File: src/rtl/fxp_mul_pkg.sv
`default_nettype none
// ============================================================================
//  Module      : fxp_mul_pkg
//  Description : Shared types and helpers for the iterative unsigned
//                fixed-point multiplier.
//                  - state_t      : control FSM state encoding
//                  - cnt_width()  : width of the partial-product counter
//  Revision    : 1.0 - initial release
// ============================================================================
package fxp_mul_pkg;

    // Control FSM states, explicitly 2 bits wide.
    typedef enum logic [1:0] {
        IDLE = 2'd0,
        CALC = 2'd1,
        DONE = 2'd2
    } state_t;

    // The counter is wide enough to hold N itself, not just N-1.
    function automatic int cnt_width(input int nbits);
        return $clog2(nbits) + 1;
    endfunction

endpackage : fxp_mul_pkg
`default_nettype wire

File: src/rtl/fxp_umul_iter_dpath.sv
`default_nettype none
// ============================================================================
//  Module      : fxp_umul_iter_dpath
//  Description : Shift-add datapath for the iterative unsigned multiplier.
//                Holds the shifted multiplicand (a), the shifted multiplier
//                (b), the 2N-bit accumulator and the cycle counter. Produces
//                the Q(N-F).F result slice and the overflow flag, both gated
//                to zero outside the DONE state.
//  Ports       : clk, rst        - clock, asynchronous active-high reset
//                i_load          - capture operands, clear acc/cnt
//                i_calc          - perform one partial-product step
//                i_done          - result is being presented
//                i_in0, i_in1    - operands (N bits)
//                o_last          - current step is the final one
//                o_out           - product slice (N bits)
//                o_overflow      - product not representable in N bits
//  Revision    : 1.0 - initial release
// ============================================================================
module fxp_umul_iter_dpath
    import fxp_mul_pkg::*;
#(
    parameter int P_NBITS = 8,
    parameter int P_NFRAC = 4,
    parameter int P_SAT   = 0
) (
    input  logic               clk,
    input  logic               rst,
    input  logic               i_load,
    input  logic               i_calc,
    input  logic               i_done,
    input  logic [P_NBITS-1:0] i_in0,
    input  logic [P_NBITS-1:0] i_in1,
    output logic               o_last,
    output logic [P_NBITS-1:0] o_out,
    output logic               o_overflow
);

    localparam int c_cw = cnt_width(P_NBITS);
    localparam int c_pw = 2 * P_NBITS;

    // Value presented on overflow: all ones when saturating, zero otherwise.
    localparam logic [P_NBITS-1:0] c_ovf_fill = (P_SAT != 0) ? {P_NBITS{1'b1}}
                                                             : {P_NBITS{1'b0}};

    logic [c_pw-1:0]    r_a;
    logic [P_NBITS-1:0] r_b;
    logic [c_pw-1:0]    r_acc;
    logic [c_cw-1:0]    r_cnt;

    logic [c_pw-1:0]    w_sum;
    logic               w_ovf;
    logic [P_NBITS-1:0] w_slice;

    // The accumulator holds at most (2^N-1)^2 < 2^2N, so this never wraps.
    assign w_sum = r_acc + r_a;

    always_ff @(posedge clk or posedge rst) begin
        if (rst) begin
            r_a   <= '0;
            r_b   <= '0;
            r_acc <= '0;
            r_cnt <= '0;
        end else if (i_load) begin
            r_a   <= {{P_NBITS{1'b0}}, i_in0};
            r_b   <= i_in1;
            r_acc <= '0;
            r_cnt <= '0;
        end else if (i_calc) begin
            if (r_b[0]) begin
                r_acc <= w_sum;
            end
            r_a   <= r_a << 1;
            r_b   <= r_b >> 1;
            r_cnt <= r_cnt + c_cw'(1);
        end
    end

    assign o_last = (r_cnt == c_cw'(P_NBITS - 1));

    // Full product is Q(2N-2F).2F; keep bits [N+F-1:F], anything above is overflow.
    assign w_ovf   = |r_acc[c_pw-1:P_NBITS+P_NFRAC];
    assign w_slice = r_acc[P_NBITS+P_NFRAC-1:P_NFRAC];

    assign o_overflow = i_done & w_ovf;
    assign o_out      = !i_done ? {P_NBITS{1'b0}} :
                        w_ovf   ? c_ovf_fill      : w_slice;

endmodule : fxp_umul_iter_dpath
`default_nettype wire

File: src/rtl/fxp_umul_iter.sv
`default_nettype none
// ============================================================================
//  Module      : fxp_umul_iter
//  Description : Iterative unsigned fixed-point multiplier, Q(N-F).F format,
//                with val/rdy input and output streams. One partial product
//                per cycle, fixed latency of N CALC cycles, overflow either
//                zeroes or saturates the result.
//  Ports       : clk, reset               - clock, async active-high reset
//                istream_val/istream_rdy  - operand handshake
//                in0, in1                 - multiplicand / multiplier
//                ostream_val/ostream_rdy  - result handshake
//                out, overflow            - product and overflow flag
//  Revision    : 1.0 - initial release
// ============================================================================
module fxp_umul_iter
    import fxp_mul_pkg::*;
#(
    parameter int p_nbits = 8,
    parameter int p_nfrac = 4,
    parameter int p_sat   = 0
) (
    input  logic               clk,
    input  logic               reset,
    input  logic               istream_val,
    output logic               istream_rdy,
    input  logic [p_nbits-1:0] in0,
    input  logic [p_nbits-1:0] in1,
    output logic               ostream_val,
    input  logic               ostream_rdy,
    output logic [p_nbits-1:0] out,
    output logic               overflow
);

    state_t r_state;
    state_t w_state_next;

    logic w_load;
    logic w_calc;
    logic w_done;
    logic w_last;

    always_ff @(posedge clk or posedge reset) begin
        if (reset) begin
            r_state <= IDLE;
        end else begin
            r_state <= w_state_next;
        end
    end

    always_comb begin
        w_state_next = r_state;
        w_load       = 1'b0;
        w_calc       = 1'b0;
        w_done       = 1'b0;
        istream_rdy  = 1'b0;
        ostream_val  = 1'b0;
        case (r_state)
            IDLE: begin
                istream_rdy = 1'b1;
                if (istream_val) begin
                    w_load       = 1'b1;
                    w_state_next = CALC;
                end
            end
            CALC: begin
                w_calc = 1'b1;
                if (w_last) begin
                    w_state_next = DONE;
                end
            end
            DONE: begin
                w_done      = 1'b1;
                ostream_val = 1'b1;
                // Retiring goes to IDLE only; a new operand is taken on a later edge.
                if (ostream_rdy) begin
                    w_state_next = IDLE;
                end
            end
            default: begin
                w_state_next = IDLE;
            end
        endcase
    end

    fxp_umul_iter_dpath #(
        .P_NBITS (p_nbits),
        .P_NFRAC (p_nfrac),
        .P_SAT   (p_sat)
    ) u_dpath (
        .clk        (clk),
        .rst        (reset),
        .i_load     (w_load),
        .i_calc     (w_calc),
        .i_done     (w_done),
        .i_in0      (in0),
        .i_in1      (in1),
        .o_last     (w_last),
        .o_out      (out),
        .o_overflow (overflow)
    );

endmodule : fxp_umul_iter
`default_nettype wire
File: config.mk
export PLATFORM = sky130hd
export DESIGN_NAME = fxp_umul_iter
export DESIGN_NICKNAME = d
export VERILOG_FILES = /design/src/rtl/fxp_mul_pkg.sv /design/src/rtl/fxp_umul_iter_dpath.sv /design/src/rtl/fxp_umul_iter.sv
export SDC_FILE = /design/constraint.sdc
export NUM_CORES = 1
export LEC_CHECK = 0
export CORE_ASPECT_RATIO = 0.9
export CORE_MARGIN = 2
export CORE_UTILIZATION = 55
export DETAILED_ROUTE_END_ITERATION = 16
export GPL_TIMING_DRIVEN = 0
export MAX_ROUTING_LAYER = met4
export PLACE_DENSITY = 0.78
export SETUP_SLACK_MARGIN = 0.2
export SLEW_MARGIN = 40
export SYNTH_ARGS = -nofsm -noshare
export SYNTH_HDL_FRONTEND = slang
export SYNTH_HIERARCHICAL = 1
export SYNTH_SLANG_ARGS = --single-unit
File: constraint.sdc
create_clock -name clk -period 4.35 [get_ports clk]
set_input_delay 1.305 -clock clk [delete_from_list [all_inputs] [get_ports clk]]
set_output_delay 1.305 -clock clk [all_outputs]
set_load 0.05 [all_outputs]
# Yosys cells after proc, flatten, opt, wreduce, memory -nomap -nowiden
# Cells that the tools add are included.
# totals
register_bits,46
latch_bits,0
memories,0
word_cells,40
ram_bits,0
mem_bits_ro,0
inputBits,20
# op_classes
magnitude_cmp,0
n_mul,0
div,0
addsub,2
n_reduce_logical,6
bitwise_logic,1
shift,0
n_eq_ne,6
mux,20
# ops
cell,count
$mux 16,5
$mux 8,4
$add 16x16->16,1
$mux 4,2
$mux 2,3
$pmux 2 s3,1
$mux 1,5
$add 4x1->4 const B,1
$eq 4x3->1 const B,1
$ne 2x2->1 const B,2
$reduce_bool 2->1,2
$reduce_or 4->1,1
$reduce_and 3->1,1
$eq 2x1->1 const B,1
$eq 2x2->1 const B,1
$logic_not 2->1,1
$ne 2x1->1 const B,1
$reduce_and 2->1,1
$and 1x1->1,1

# Logic depth before layout (Yosys ltp)
# Gate-level depths: netlist of run 1.
# logic_depth
depth_word,4
mapped_depth,9
ltp_nobuf,9

# Hierarchy
# The synthesis of run 1 kept the hierarchy.
# by_module_without_submodules
module,seq_area_each_um2,cells_per_inst,area_per_inst_um2,n_inst
fxp_umul_iter_dpath,1101.1,295,2708.8,1
fxp_umul_iter,50.0,12,106.4,1

# Least setup slack after synthesis of run 1
# OpenSTA, ideal clock, no wires.
# synth_path
path_type,flip-flop to output port
start,register r_state[0]
end,output port overflow
slack_ns,0.915
stages_incl_launch_ff,3
t_required_ns,3.045
path_buffers,0
arrival_time_ns,2.130
path_cell_list,dfrtp_1 > nor2b_1 > nor2b_1
# synth_via
elab_chain_len,3
# synth_rtl
element,line_no,rtl
start: declaration,fxp_umul_iter.sv:34,state_t r_state;
start signal: assignment,fxp_umul_iter.sv:46,r_state <= w_state_next;
$eq 2x2->1,n/a,
$mux 1,n/a,
named net ostream_val,fxp_umul_iter.sv:28,"output logic ostream_val,"
$and 1x1->1,fxp_umul_iter_dpath.sv:84,assign o_overflow = i_done & w_ovf;
end: declaration,fxp_umul_iter.sv:31,output logic overflow
# The timed path passes the listed nets, and every way through them passes these cells.

# Final worst setup path of run 1
# layout_path
start,register u_dpath.r_acc[13]
end,output port out[4]
# layout_via
elab_chain_len,3
# layout_rtl
element,line_no,rtl
start: declaration,fxp_umul_iter_dpath.sv:47,logic [c_pw-1:0] r_acc;
start signal: assignment,fxp_umul_iter_dpath.sv:70,r_acc <= w_sum;
$reduce_or 4->1,fxp_umul_iter_dpath.sv:81,assign w_ovf = |r_acc[c_pw-1:P_NBITS+P_NFRAC];
$mux 8,fxp_umul_iter_dpath.sv:86,w_ovf ? c_ovf_fill : w_slice;
$mux 8,fxp_umul_iter_dpath.sv:85,assign o_out = !i_done ? {P_NBITS{1'b0}} :
end: declaration,fxp_umul_iter.sv:30,"output logic [p_nbits-1:0] out,"
# No other way between the ends.

==> results of run 1 <==
## worst max-delay path, delay by kind of cell (launching register included)
family        cells  cell delay (ps)
flops             1              420
buf+inv           2             1080
simple gates      2              680
## state kept, by name, summed over array words and instances, names as in the netlist
| register | flops |
|---|---|
| u_dpath/r_a | 16 |
| u_dpath/r_acc | 16 |
| u_dpath/r_b | 8 |
| u_dpath/r_cnt | 4 |
| r_state | 2 |
## power by group through the flow
stage,Combinational (mW),Clock (mW),Sequential (mW)
after floorplan,0.917,0,0.704
after global placement,1.12,0,0.745
after detailed placement,1.18,0,0.752
after CTS,1.19,0.404,0.746
after global routing,1.33,0.423,0.773
final,1.19,0.396,0.748
## final timing paths
| kind | startpoint | endpoint | slack (ps) | depth (start not counted) |
|---|---|---|---|---|
| setup / recovery | u_dpath/r_acc[13] | out[4] | 560 | 4 |
| hold / removal | r_state[1] | r_state[0] | 480 | 1 |
| setup reg to reg | u_dpath/r_a[6] | u_dpath/r_acc[15] | 1870 | 7 |
| hold reg to reg | r_state[1] | r_state[0] | 480 | 1 |
| max in group asynchronous | reset | u_dpath/r_acc[3] | 2630 | 3 |
| min in group asynchronous | reset | r_state[0] | 1230 | 2 |
## layout make-up
type / instances / share of cell area
inverter: 8 / 0.00964
clock buffer: 6 / 0.0245
multi-input combinational: 235 / 0.465
clock inverter: 2 / 0.0178
tap: 65 / 0.0241
buffer: 18 / 0.0219
timing repair buffer: 32 / 0.0964
sequential: 46 / 0.341
## stage by stage
step            util  hold slack, ps  power [mW]  setup WS, ps  area, sq um
2_1_floorplan      -             436        1.62           915         2820
3_3_place_gp   0.653             460        1.87           192         3200
3_5_place_dp   0.660             471        1.93           861         3230
4_1_cts        0.689             485        2.34           517         3370
5_1_grt        0.690             517        2.53           488         3380
6_report       0.690             476        2.34           558         3380
## cells in the mapped netlist (all sizes together)
library cell	instances
o2111ai	1
nand2b	2
inv	8
a311oi	1
o21a	2
a21oi	22
buf	5
o21bai	1
mux2	1
nand3b	2
a21o	7
clkbuf	13
dfrtp	46
a32oi	1
xnor2	6
or3	1
a2111oi	1
nor3	4
nor4	1
and2	3
fa	1
o21ai	25
and3	11
nand3	7
a22o	1
a41oi	1
a221o	1
xor2	3
mux2i	25
or2b	1
a31o	1
nor2b	8
o31ai	2
or4	1
nand4	6
a211oi	4
o211ai	2
nand2	40
nor2	23
ha	16
## per-layer routing
layer	vias to the layer above	part of all wire
li1	1165	-
met1	1156	0.48
met2	58	0.46
met3	13	0.044
met4	0	0.021
met5	-	0
## cells by family after synthesis
logic type / count (synthesis) / synth area share
adders and majority gates: 17 / 0.0782
DFF: 46 / 0.409
buffers and inverters: 26 / 0.0369
xor gates and xnor gates: 9 / 0.0280
AOI/OAI and AO/OA: 73 / 0.169
and+or+nand+nor: 110 / 0.186
muxes: 26 / 0.0929
==> out/metrics.cfg, run 1 <==
[timing]
setup_violations = 0
min_period_ps = 3790
hold_violations = 0
rsz0062_at_grt = false
setup-tns-final_ps = 0
timing.final.crit_share = 0.872
clock_skew_ps = 6.03
fmax_ghz = 0.264
maxSlewViolCount = 0
slew_headroom = 0.572
tightest_slew_ps = 642

[pwr]
p_sw_frac = 0.430
intPower_mw = 1.33
pwr-share-seq = 0.320
switching_power_mw = 1.00
p_clk_frac = 0.169
p_per_area_mw_per_mm2 = 692
cellLeakagePower_nw = 1.61
pwr-share-comb = 0.510
peakVddDrop_uv = 338

[grt]
met3_usage = 0.0403
grtUsageMet2 = 0.399
grt_max_degree = 28
grt_pass1_vias = 2363
gr-total-overflow = 0
grt_pass1_wl_microns = 11400
grt_usage = 0.265
grt_most_used_layer = met2
grt_antenna_before_repair = 0
use_met1 = 0.366

[synthesis]
syn_inst = 307
synthDistinctLibCells = 44
yosys.area.top_type_share = 0.409
synth_area_sq_mm = 0.00282
synth_nets = 344
ys_ff_latch = 46
yosysWarnings = 6
synth.area.top_cells = dfrtp_1 41%, mux2i_1 8.9%, ha_1 7.1%
seq_area_frac_synth = 0.409
avgSynthCellArea_sq_um = 9.17
synth_top_cell_by_area = dfrtp_1

[final_layout]
multi_input_area_sq_mm = 0.00157
n_antenna_cell = 0
n_fill_cell = 427
seqCellArea_sq_mm = 0.00115
syn_to_final_growth_pct = 19.9
final_net_count = 383
final_cell_mix = 46 x dfrtp_1, 40 x nand2_1, 30 x clkdlybuf4s50_1, 25 x mux2i_1
final_common_cell = dfrtp_1
fin_cells = 412
drive_gt1_frac = 0.0663

[critical_path]
crit_type = reg2out
start_kind = register
end_kind = output pin
path_max_fanout = 6
worstPathRequired_ps = 3040
path_cells = nor4_2, buf_2, and3_1, clkdlybuf4s50_1
cp_slowest_stage_delay_ps = 800
cp_slowest_cell = clkdlybuf4s50_1
cp.arrival_ps = 2490

[clocking]
cts_sinks = 46
clk_transition_reported_paths_ps = 90
postCtsSetupRepairBufs = 0
clock-root-buffer = clkbuf_8
htreeDepth = 2
cts-buffers-inserted = 5
cts_hold_buf = 0
cts_tree = done
post_cts_resized = 0
insertion_delay_ps = 300
cts_buffer_depth = 2

[route]
via_count = 2392
postRouteAntennaNets = 0
wirelength_microns = 6600
drtIter0Drc = 176
first_pass_iters = 4
drc = 0
post_drt_via_cell_ratio = 5.81
routedWlPerCell_microns = 16.0

[placed_design]
dp_cells = 404
dp_hpwl_microns = 4810
gp_congestion = 0.929
io_buffer_count = 30

[floorplanning]
fp-row-count = 24
start_util = 0.575
core_area_sq_mm = 0.00489
die_w_microns = 79.4
die_h_microns = 71.9
io_pins = 31
die_area_sq_mm = 0.00571

[status]
outcome = finished, final reports clean

[min_path]
hold_class = reg2reg

[flow_run]
maxCapViolations = 0

(Power assumes the default switching activity.)
==> run 2: changes to the inputs <==
Settings changed: CORE_MARGIN 2 to not set, CTS_CLUSTER_SIZE set to 14, SLEW_MARGIN 40 to 5.
==> run 2 against run 1 <==
Net effect: die area shrank 5.2%; global-route usage grew 0.081 points; setup slack lost 3.7 ps; first-iteration DRC count grew 9.1%; sequential power is essentially flat; sequential share of layout area grew 0.47 points; total power shrank 5.3%; non-clock buffer count is the same; design area shrank 1.4%; highest routed layer unchanged; flip-flop and latch count is the same; fmax is essentially flat; combinational power is essentially flat.
==> out/metrics.cfg, run 2 (synthesis results as in run 1) <==
[grt]
gr-total-overflow = 0
grt_pass1_wl_microns = 11100
grt_antenna_before_repair = 0
grtUsageMet2 = 0.411
grt_max_degree = 40
met3_usage = 0.0392
grt_pass1_vias = 2335
use_met1 = 0.372
grt_usage = 0.266
grt_most_used_layer = met2

[clocking]
postCtsSetupRepairBufs = 0
clk_transition_reported_paths_ps = 90
htreeDepth = 2
clock-root-buffer = clkbuf_8
cts_tree = done
cts_hold_buf = 0
cts_sinks = 46
post_cts_resized = 0
cts-buffers-inserted = 5
cts_buffer_depth = 2
insertion_delay_ps = 290

[critical_path]
reg2regPathDepth = 7
crit_type = reg2out
crit_family = simple AND/OR/NAND/NOR gates
path_cells = nor2b_1, and3_1, clkdlybuf4s50_1
path_max_fanout = 11
crit_buf_inv = 1
start_kind = register
r2r_end = u_dpath/r_acc[15]
ff2ff_setup_slack_ps = 1930
cp_slowest_cell = clkdlybuf4s50_1
worstPathRequired_ps = 3040
regToRegStartpoint = u_dpath/r_a[6]
cp_slowest_stage_delay_ps = 810
cp.arrival_ps = 2490
end_kind = output pin

[floorplanning]
die_area_sq_mm = 0.00541
io_pins = 31
die_w_microns = 77.4
fp-row-count = 24
core_area_sq_mm = 0.00489
die_h_microns = 69.9
start_util = 0.575

[placed_design]
gp_congestion = 0.882
dp_hpwl_microns = 4630
io_buffer_count = 30

[final_layout]
n_antenna_cell = 0
reg.largest.list = u_dpath/r_a (16), u_dpath/r_acc (16), u_dpath/r_b (8)
seqCellArea_sq_mm = 0.00115
final_cell_mix = 46 x dfrtp_1, 40 x nand2_1, 30 x clkdlybuf4s50_1, 25 x mux2i_1
final_common_cell = dfrtp_1
syn_to_final_growth_pct = 18.3
drive_gt1_frac = 0.0634
multi_input_area_sq_mm = 0.00157
n_fill_cell = 391
final_net_count = 383

[pwr]
p_per_area_mw_per_mm2 = 664
peakVddDrop_uv = 359
cellLeakagePower_nw = 1.59

[route]
postRouteAntennaNets = 0
drc = 0
wirelength_microns = 6280
drtIter0Drc = 192
first_pass_iters = 4
post_drt_via_cell_ratio = 5.74
via_count = 2365
routedWlPerCell_microns = 15.3

[timing]
setup_violations = 0
clock_skew_ps = 8.95
fmax_ghz = 0.263
maxSlewViolCount = 0
setup-tns-final_ps = 0
timing.final.crit_share = 0.873
slew_headroom = 0.444
rsz0062_at_grt = false
tightest_slew_ps = 832
hold_violations = 0
holdWs_ps = 476
min_period_ps = 3800

[min_path]
hold_end = r_state[0]
hold_class = reg2reg
min-delay-start = r_state[1]
hold_depth = 1

[flow_run]
maxCapViolations = 0

[status]
outcome = finished, final reports clean

[run 2: cell count changes in the layout (fill, tap and decap cells not counted), sizes merged]
| cell | change |
|---|---|
| inv | +1 |
| clkinvlp | +1 |
| bufinv | -2 |
[run 2: worst max path at each step]
| stage | cells after the start | to | from |
|---|---|---|---|
| after CTS | 3 | out[1] | r_state[0] |
| after floorplan | 2 | overflow | r_state[0] |
| after global routing | 3 | out[1] | r_state[0] |
| after detailed placement | 3 | out[1] | r_state[0] |
| final | 3 | out[1] | r_state[0] |
| after global placement | 3 | out[1] | u_dpath/r_acc[13] |
[run 2: stage by stage]
stage               cell area [sq um]  setup slack, ps  utilization  std cells  total power, mW
finish                           3330              555        0.680        412             2.21
global route                     3330              441        0.680        412             2.41
CTS                              3330              555        0.680        412             2.22
floorplan                        2820              915            -        307             1.62
detailed placement               3230              901        0.660        404             1.93
global placement                 3200              183        0.653        402             1.87
[run 2: worst reg2reg max path: stages (launching register included)]
cell and delay (ps):
dfrtp_1 420, ha_1 420, a2111oi_4 340, o21ai_2 140
a311oi_2 330, o21ai_1 130, mux2i_1 190, mux2_1 340
[run 2: per-layer routing]
metal | up-vias | routed length (microns) | part of all wire
met5 | - | 0 | 0
met1 | 1152 | 3100 | 0.49
met2 | 44 | 2910 | 0.46
li1 | 1163 | - | -
met4 | 0 | 55 | 0.0088
met3 | 6 | 210 | 0.033
[run 2: report_power, final]
part / total, mW / internal (mW) / leakage, nW / switching [mW]
clock network: 0.281 / 0.131 / 0.0478 / 0.150
registers: 0.747 / 0.603 / 0.599 / 0.144
logic: 1.18 / 0.489 / 0.939 / 0.695
[run 2: layout make-up]
class / count / share of cell area
multi-input cells: 235 / 0.470
flip-flops and latches: 46 / 0.346
repair buffers: 32 / 0.0985
clock buffers: 6 / 0.0248
well taps: 65 / 0.0244
plain buffers: 18 / 0.0222
inverters: 8 / 0.00902
clock inverters: 2 / 0.00489
==> run 3: changes to the inputs <==
Settings changed: PLACE_DENSITY 0.78 to 0.79, SLEW_MARGIN 5 to not set, SYNTH_HIERARCHICAL 1 to not set.
==> run 3 against run 2 <==
Net effect: worst hold slack worse by 1.7 ps; clock skew fell by 1.4 ps; first-iteration DRC count increased by 4.7%; global-route usage fell by 0.72 points; total power decreased by 2.6%; wire length fell by 11%; critical endpoint is now out[0]; sequential power decreased by 1%; clock power up 14%; die area down 7.4%.
==> out/metrics.cfg, run 3 <==
[timing]
slew_headroom = 0.623
fmax_ghz = 0.251
maxSlewViolCount = 0
holdWs_ps = 475
hold_violations = 0
timing.final.crit_share = 0.914
min_period_ps = 3980
setup_violations = 0
tightest_slew_ps = 565
setup-tns-final_ps = 0
rsz0062_at_grt = false
clock_skew_ps = 7.51

[synthesis]
synth_edf_count = 0
yosysWarnings = 0
synth_area_sq_mm = 0.00260
yosysMostFrequentCell = nand2_1
seq_area_frac_synth = 0.442
ys_ff_latch = 46
avgSynthCellArea_sq_um = 9.16
synth_common_cells = 77 x nand2_1, 46 x dfrtp_1, 34 x o21ai_0
syn_inst = 284
synth.area.top_cells = dfrtp_1 44%, nand2_1 11%, ha_1 7.7%
synthDistinctLibCells = 39
synth_top_cell_by_area = dfrtp_1
synth_ff_type = dfrtp_1
async_reset_ff_frac = 1.00
yosys.area.top_type_share = 0.442
synth_nets = 321

[grt]
grt_antenna_before_repair = 0
gr-total-overflow = 0
grt_pass1_vias = 1997
grt_pass1_wl_microns = 9340
grt_usage = 0.259
grt_max_degree = 28

[final_layout]
final_net_count = 359
final_cell_mix = 77 x nand2_1, 46 x dfrtp_1, 34 x o21ai_0, 30 x clkdlybuf4s50_1, 16 x ha_1
reg.largest.list = u_dpath.r_a (16), u_dpath.r_acc (16), u_dpath.r_b (8)
n_fill_cell = 372
fin_cells = 385
syn_to_final_growth_pct = 19.5
n_antenna_cell = 0
drive_gt1_frac = 0.0588
final_util = 0.693
stdcell_area_sq_mm = 0.00311
final_common_cell = nand2_1

[clocking]
cts_buffer_depth = 2
clk_transition_reported_paths_ps = 90
cts_sinks = 46
postCtsSetupRepairBufs = 0
cts_hold_buf = 0
insertion_delay_ps = 310
post_cts_resized = 0
clock-root-buffer = clkbuf_8
cts_tree = done
cts-buffers-inserted = 5
htreeDepth = 2

[floorplanning]
die_area_sq_mm = 0.00501
core_area_sq_mm = 0.00449
start_util = 0.580
fp-row-count = 23
die_h_microns = 67.3
io_pins = 31
die_w_microns = 74.5

[route]
drtIter0Drc = 201
first_pass_iters = 4
post_drt_via_cell_ratio = 5.64
routedWlPerCell_microns = 14.5
via_count = 2170
wirelength_microns = 5580
drc = 0
postRouteAntennaNets = 0

[placed_design]
gp_congestion = 0.882
dp_hpwl_microns = 4150
dpl_cell_area_sq_mm = 0.00300
dp_cells = 377
io_buffer_count = 30

[pwr]
cellLeakagePower_nw = 1.46
p_per_area_mw_per_mm2 = 693
peakVddDrop_uv = 419

[critical_path]
start_kind = register
worstPathRequired_ps = 3040
crit_type = reg2out
cp.arrival_ps = 2670
path_max_fanout = 8
end_kind = output pin

[min_path]
hold_class = reg2reg

[status]
outcome = finished, final reports clean

[flow_run]
maxCapViolations = 0

[run 3: changes by cell type after synthesis, moves of 6 or more]
cell     change
nor2b_1      -6
nor2_1      -17
and3_1      -11
mux2i_1     -22
a22oi_1     +14
o21ai_0     +15
nand2_1     +37
a21oi_1     -13
and2_1       +6
[run 3: routing by layer]
metal / GRT usage / part of all wire
met1: 0.348 / 0.50
met2: 0.393 / 0.46
met3: 0.0418 / 0.028
met4: 0.0991 / 0.015
met5: - / 0
[run 3: stage by stage]
step / setup slack [ps] / power, mW
after floorplan: 1470 / 1.56
after global placement: 711 / 1.79
after detailed placement: 696 / 1.84
after CTS: 347 / 2.16
after global routing: 217 / 2.34
final: 374 / 2.16
[run 3: worst max-delay path, stage by stage, from the launching register on]
cell	delay, ps
dfrtp_1	420
or4_1	540
nor2_1	410
and2_1	200
clkdlybuf4s50_1	790
[run 3: final cells by class]
type                            count  area [sq um]  share of cell area
Buffer                             11          51.3              0.0165
Clock buffer                        5          68.8              0.0221
Clock inverter                      3          40.0              0.0129
Inverter                            3          11.3             0.00362
Multi-Input combinational cell    224          1390               0.447
Sequential cell                    46          1150               0.370
Tap cell                           62          77.6              0.0249
Timing Repair Buffer               31           320               0.103
[run 3: path summary, 6_finish.rpt]
kind | slack, ps | from | to | depth (start not counted)
max reg2reg | 1710 | u_dpath.r_a[0] | u_dpath.r_acc[14] | 9
min | 470 | u_dpath.r_acc[15] | u_dpath.r_acc[15] | 1
max | 370 | u_dpath.r_acc[12] | out[0] | 4
min reg2reg | 470 | u_dpath.r_acc[15] | u_dpath.r_acc[15] | 1
max in group asynchronous | 2540 | reset | u_dpath.r_cnt[2] | 3
min in group asynchronous | 1310 | reset | u_dpath.r_b[2] | 2
[run 3: power breakdown]
| part | leakage, nW | internal [mW] | total [mW] | switching, mW |
|---|---|---|---|---|
| combinational | 0.814 | 0.442 | 1.10 | 0.654 |
| clock | 0.0579 | 0.169 | 0.319 | 0.150 |
| sequential | 0.591 | 0.603 | 0.739 | 0.137 |
[run 3: kinds of logic after synthesis]
logic type / Yosys count / share of synthesized area
adders and majority gates: 17 / 0.0846
and+or+nand+nor: 109 / 0.184
DFF: 46 / 0.442
buffers and inverters: 14 / 0.0240
muxes: 3 / 0.0115
AOI/OAI and AO/OA: 82 / 0.210
xor gates and xnor gates: 13 / 0.0438
==> edit 1: new RTL, config.mk and constraints of run 2 <==
`p_sat`: 0 -> 1.
--- a/src/rtl/fxp_umul_iter.sv
+++ b/src/rtl/fxp_umul_iter.sv
@@ -17,7 +17,7 @@
 #(
     parameter int p_nbits = 8,
     parameter int p_nfrac = 4,
-    parameter int p_sat   = 0
+    parameter int p_sat   = 1
 ) (
     input  logic               clk,
     input  logic               reset,
Formal check against the unedited RTL: not equivalent (Yosys sat finds a counterexample within 10 cycles, from zero or initial values and one cycle with reset high).
==> edit 1 against run 2 <==
  * Clock power fell by 2%
  * Critical path type unchanged
  * Setup slack got worse by 190 ps
  * Die area rose by 0.73%
  * Sequential cell count did not move
  * Via count rose by 2.6%
  * Wire length rose by 4.0%
  * Area after synthesis rose by 0.76%
  * Highest routed layer unchanged
  * Final area rose by 0.11%
  * First-iteration DRC count fell by 3.1%
  * Total power fell by 0.80%
==> edit 1: results <==
outcome:
  run_status: "finished, final reports clean"
routing:
  wl_per_cell_um: 15.6
  viasPerCell: 5.78
  drt_iter0_markers: 186
cells_and_area:
  clockBufferCount: 6
  n_all_buffers: 50
  final_nets: 391
  final-clk-cell-share_pct: 2.85
  inverters: 9
  fill_cells: 395
  top_regs: "u_dpath/r_a (16), u_dpath/r_acc (16), u_dpath/r_b (8)"
  regArea_sq_um: 1150
  buf_share_pct: 11.9
  drive_gt1_share_pct: 5.92
  multi_input_area_share_pct: 47.2
  multi_input_cells: 242
  seq_cell_count: 46
  n_antenna_cell: 0
setup_path:
  reg2reg_depth: 7
  cp_max_fo: 9
  crit_arrival_ps: 2690
  timing.rr.start: "u_dpath/r_a[6]"
  critical-path-top-delay-family: "buffers and inverters"
  r2r_slack_ps: 1950
  cp_slowest_stage_delay_ps: 810
  crit_path_top_delay_cell: "clkdlybuf4s50_1"
  r2r-end: "u_dpath/r_acc[15]"
cts:
  clockBufferDepth: 2
  cts_root_buf: "clkbuf_8"
  cts_resized: 0
  clk_latency_ps: 300
  clk_pin_slew_worst_paths_ps: 90
  h-tree-depth: 2
  cts_buffers: 5
synthesis:
  ys_async_sr_fraction_pct: 100
  ys_seq_area_share_pct: 40.6
  yosysUniqueCellTypes: 45
  synthTopCellsByArea: "dfrtp_1 (41%), mux2i_1 (8.8%), nand2_1 (7.4%), ha_1 (7.1%), a21oi_1 (3.9%)"
  yosys-top-cells-count: "nand2_1 (56), dfrtp_1 (46), mux2i_1 (25)"
  yosysWarnings: 6
  syn_nets: 353
placed_design:
  hpwl_um: 4860
  place.port_buffers: 30
  gp_congestion: 0.888
worst_hold_path:
  hp-class: "reg -> reg"
  hold_end: "r_state[0]"
  hp-start: "r_state[1]"
pwr:
  pg_seq_w: 0.000753
  powerClk_w: 0.000276
  irDropWorstVdd_v: 0.000338
  p_switching_w: 0.000988
  p_leak_nw: 1.61
sta:
  setup_violations: 0
  tightest_slew_ps: 921
  clock-skew-final_ps: 7.05
global_route:
  antenna_found_initial: 0
  first_global_vias: 2274
  grt_usage_pct: 27.1
  grt_max_degree: 28
  grt_pass1_wl_um: 11000
edit 1: changes by cell type in the layout (fill, tap and decap cells not counted), sizes merged:
| cell | change |
|---|---|
| and3 | -8 |
| clkinv | +1 |
| nand2 | +16 |
| nor2b | -1 |
| nor4 | -1 |
| o41ai | +1 |
edit 1: worst max-delay path by stage:
stage          startpoint  endpoint  cells after the start
2_1_floorplan  r_state[0]    out[0]                      4
3_3_place_gp   r_state[0]    out[2]                      5
3_5_place_dp   r_state[0]    out[7]                      5
4_1_cts        r_state[0]    out[2]                      5
5_1_grt        r_state[0]    out[7]                      5
6_report       r_state[0]    out[2]                      5
edit 1: kinds of logic (layout without fill, tap and decap cells):
group                    Yosys count  count (layout)  synth area share [%]
flip-flops                        46              46                  40.6
multiplexers                      26              26                  9.22
AND/OR/NAND/NOR                  116             116                  18.4
buffers and inverters             28              67                  3.93
XOR/XNOR                           9               9                  2.78
adder cells (fa/ha/maj)           17              17                  7.76
AO/OA/AOI/OAI                     74              74                  17.3
edit 1: routing by layer:
metal	up-vias	wire length [um]	GRT usage, %	part of all wire (%)
li1	1184	-	-	-
met2	64	3210	43.9	49
met3	4	335	3.66	5.1
met5	-	0	-	0
met1	1174	2940	35.3	45
met4	0	49	8.39	0.75
edit 1: through the flow:
step / cells / hold slack [ps] / setup slack (ps) / instance area, sq um / utilization, %
after floorplan: 316 / 436 / 975 / 2840 / -
final: 420 / 482 / 360 / 3330 / 68.1
after CTS: 420 / 480 / 365 / 3330 / 68.1
after global placement: 411 / 460 / 744 / 3220 / 65.7
after global routing: 420 / 504 / 207 / 3330 / 68.1
after detailed placement: 412 / 475 / 728 / 3240 / 66.2
==> edit 2: new RTL, settings of run 2 <==
Without the edit above. Register the output `overflow`; this adds one clock of latency there. The other outputs are not delayed to match. Comments in the files are not updated.
--- a/src/rtl/fxp_umul_iter.sv
+++ b/src/rtl/fxp_umul_iter.sv
@@ -30,6 +30,8 @@
     output logic [p_nbits-1:0] out,
     output logic               overflow
 );
+
+    logic overflow_d;
 
     state_t r_state;
     state_t w_state_next;
@@ -96,8 +98,12 @@
         .i_in1      (in1),
         .o_last     (w_last),
         .o_out      (out),
-        .o_overflow (overflow)
+        .o_overflow (overflow_d)
     );
+
+    always_ff @(posedge clk) begin
+        overflow <= overflow_d;
+    end
 
 endmodule : fxp_umul_iter
 `default_nettype wire
Check against the original RTL: not equivalent (a bounded check fails within 10 cycles, from zero or initial values and one cycle with reset high).
==> edit 2 against run 2 <==
  * Maximum frequency rose by 1.0%
  * Area after synthesis is 0.71% higher
  * Sequential cell count rose by 1
  * Worst hold slack better by 0.70 ps
  * Sequential power grew 1%
  * Final area up 0.41%
  * Setup slack better by 38 ps
  * Total power up 0.22%
  * Non-clock buffer count decreased by 1
  * Wire length rose by 0.25%
  * Critical path type unchanged
  * Critical endpoint is now out[4]
==> edit 2: results <==
outcome:
  run_status: "finished, final reports clean"
synthesis:
  yosysWarnings: 6
  yosys-top-cells-count: "dfrtp_1 (46), nand2_1 (40), mux2i_1 (25)"
  ys_seq_area_share_pct: 41.3
  ys_async_sr_fraction_pct: 97.9
  yosysUniqueCellTypes: 45
  syn_nets: 345
  syn_inst: 308
  synthTopCellsByArea: "dfrtp_1 (41%), mux2i_1 (8.8%), ha_1 (7.1%), nand2_1 (5.3%), a21oi_1 (3.9%)"
setup_path:
  crit_path_start: "u_dpath/r_acc[12]"
  crit_end: "out[4]"
  reg2reg_depth: 7
  crit_arrival_ps: 2450
  cp_max_fo: 9
global_route:
  first_global_vias: 2331
  met1_usage_pct: 35.3
  grt_max_degree: 27
  grt_usage_pct: 26.2
  global_route.usage.met3_pct: 4.44
  grt_pass1_wl_um: 10900
  grt_use_met2_pct: 41.6
sta:
  clock-skew-final_ps: 11.2
  relSlewSlack_pct: 50.3
  setup_ws_ps: 592
  hold_ws_ps: 477
routing:
  dr.pass1.iters: 6
  dr_wl_met2_um: 2990
  met1_length_um: 3050
  routed-wl-met3_um: 230
  viasPerCell: 5.69
  drt_iter0_markers: 166
  wl_per_cell_um: 15.3
placed_design:
  place_ws_ps: 574
  gp_congestion: 0.901
  placed_area_sq_um: 3240
  hpwl_um: 4510
cells_and_area:
  drive_gt1_share_pct: 5.76
  fin_cells: 412
  fill_cells: 394
cts:
  clk_latency_ps: 300
  clk_pin_slew_worst_paths_ps: 90
  cts_resized: 0
pwr:
  p_per_area_nw_per_um2: 663
  switching_share_pct: 44.3
  powerClk_w: 0.000287
  irDropWorstVdd_v: 0.000409
  p_switching_w: 0.000983
  p_leak_nw: 1.59
worst_hold_path:
  hold_end: "r_state[0]"
==> edit 2: changes by cell type in the layout (fill, tap and decap cells not counted) <==
cell,before,now
clkbuf_8,6,7
dfxtp_1,0,1
buf_4,1,0
clkbuf_1,13,14
inv_6,1,0
clkinvlp_4,1,0
==> edit 2: cells by family after synthesis <==
family / share of synthesized area [%]
flip-flops: 41.3
AO/OA/AOI/OAI: 16.8
XOR/XNOR: 2.78
AND/OR/NAND/NOR: 18.5
buffers and inverters: 3.66
multiplexers: 9.22
adder cells (fa/ha/maj): 7.77
==> edit 2: area by class of cell <==
type / count / area share, %
sequential: 47 / 35.0
clock buffer: 8 / 2.99
multi-input combinational: 235 / 46.9
tap: 65 / 2.43
buffer: 18 / 2.21
inverter: 8 / 0.898
timing repair buffer: 31 / 9.58
==> edit 2: critical path, stage by stage, from the launching register on <==
cell             delay (ps)
dfrtp_1                 430
nor4_2                  680
and3_1                  250
clkdlybuf4s50_1         800
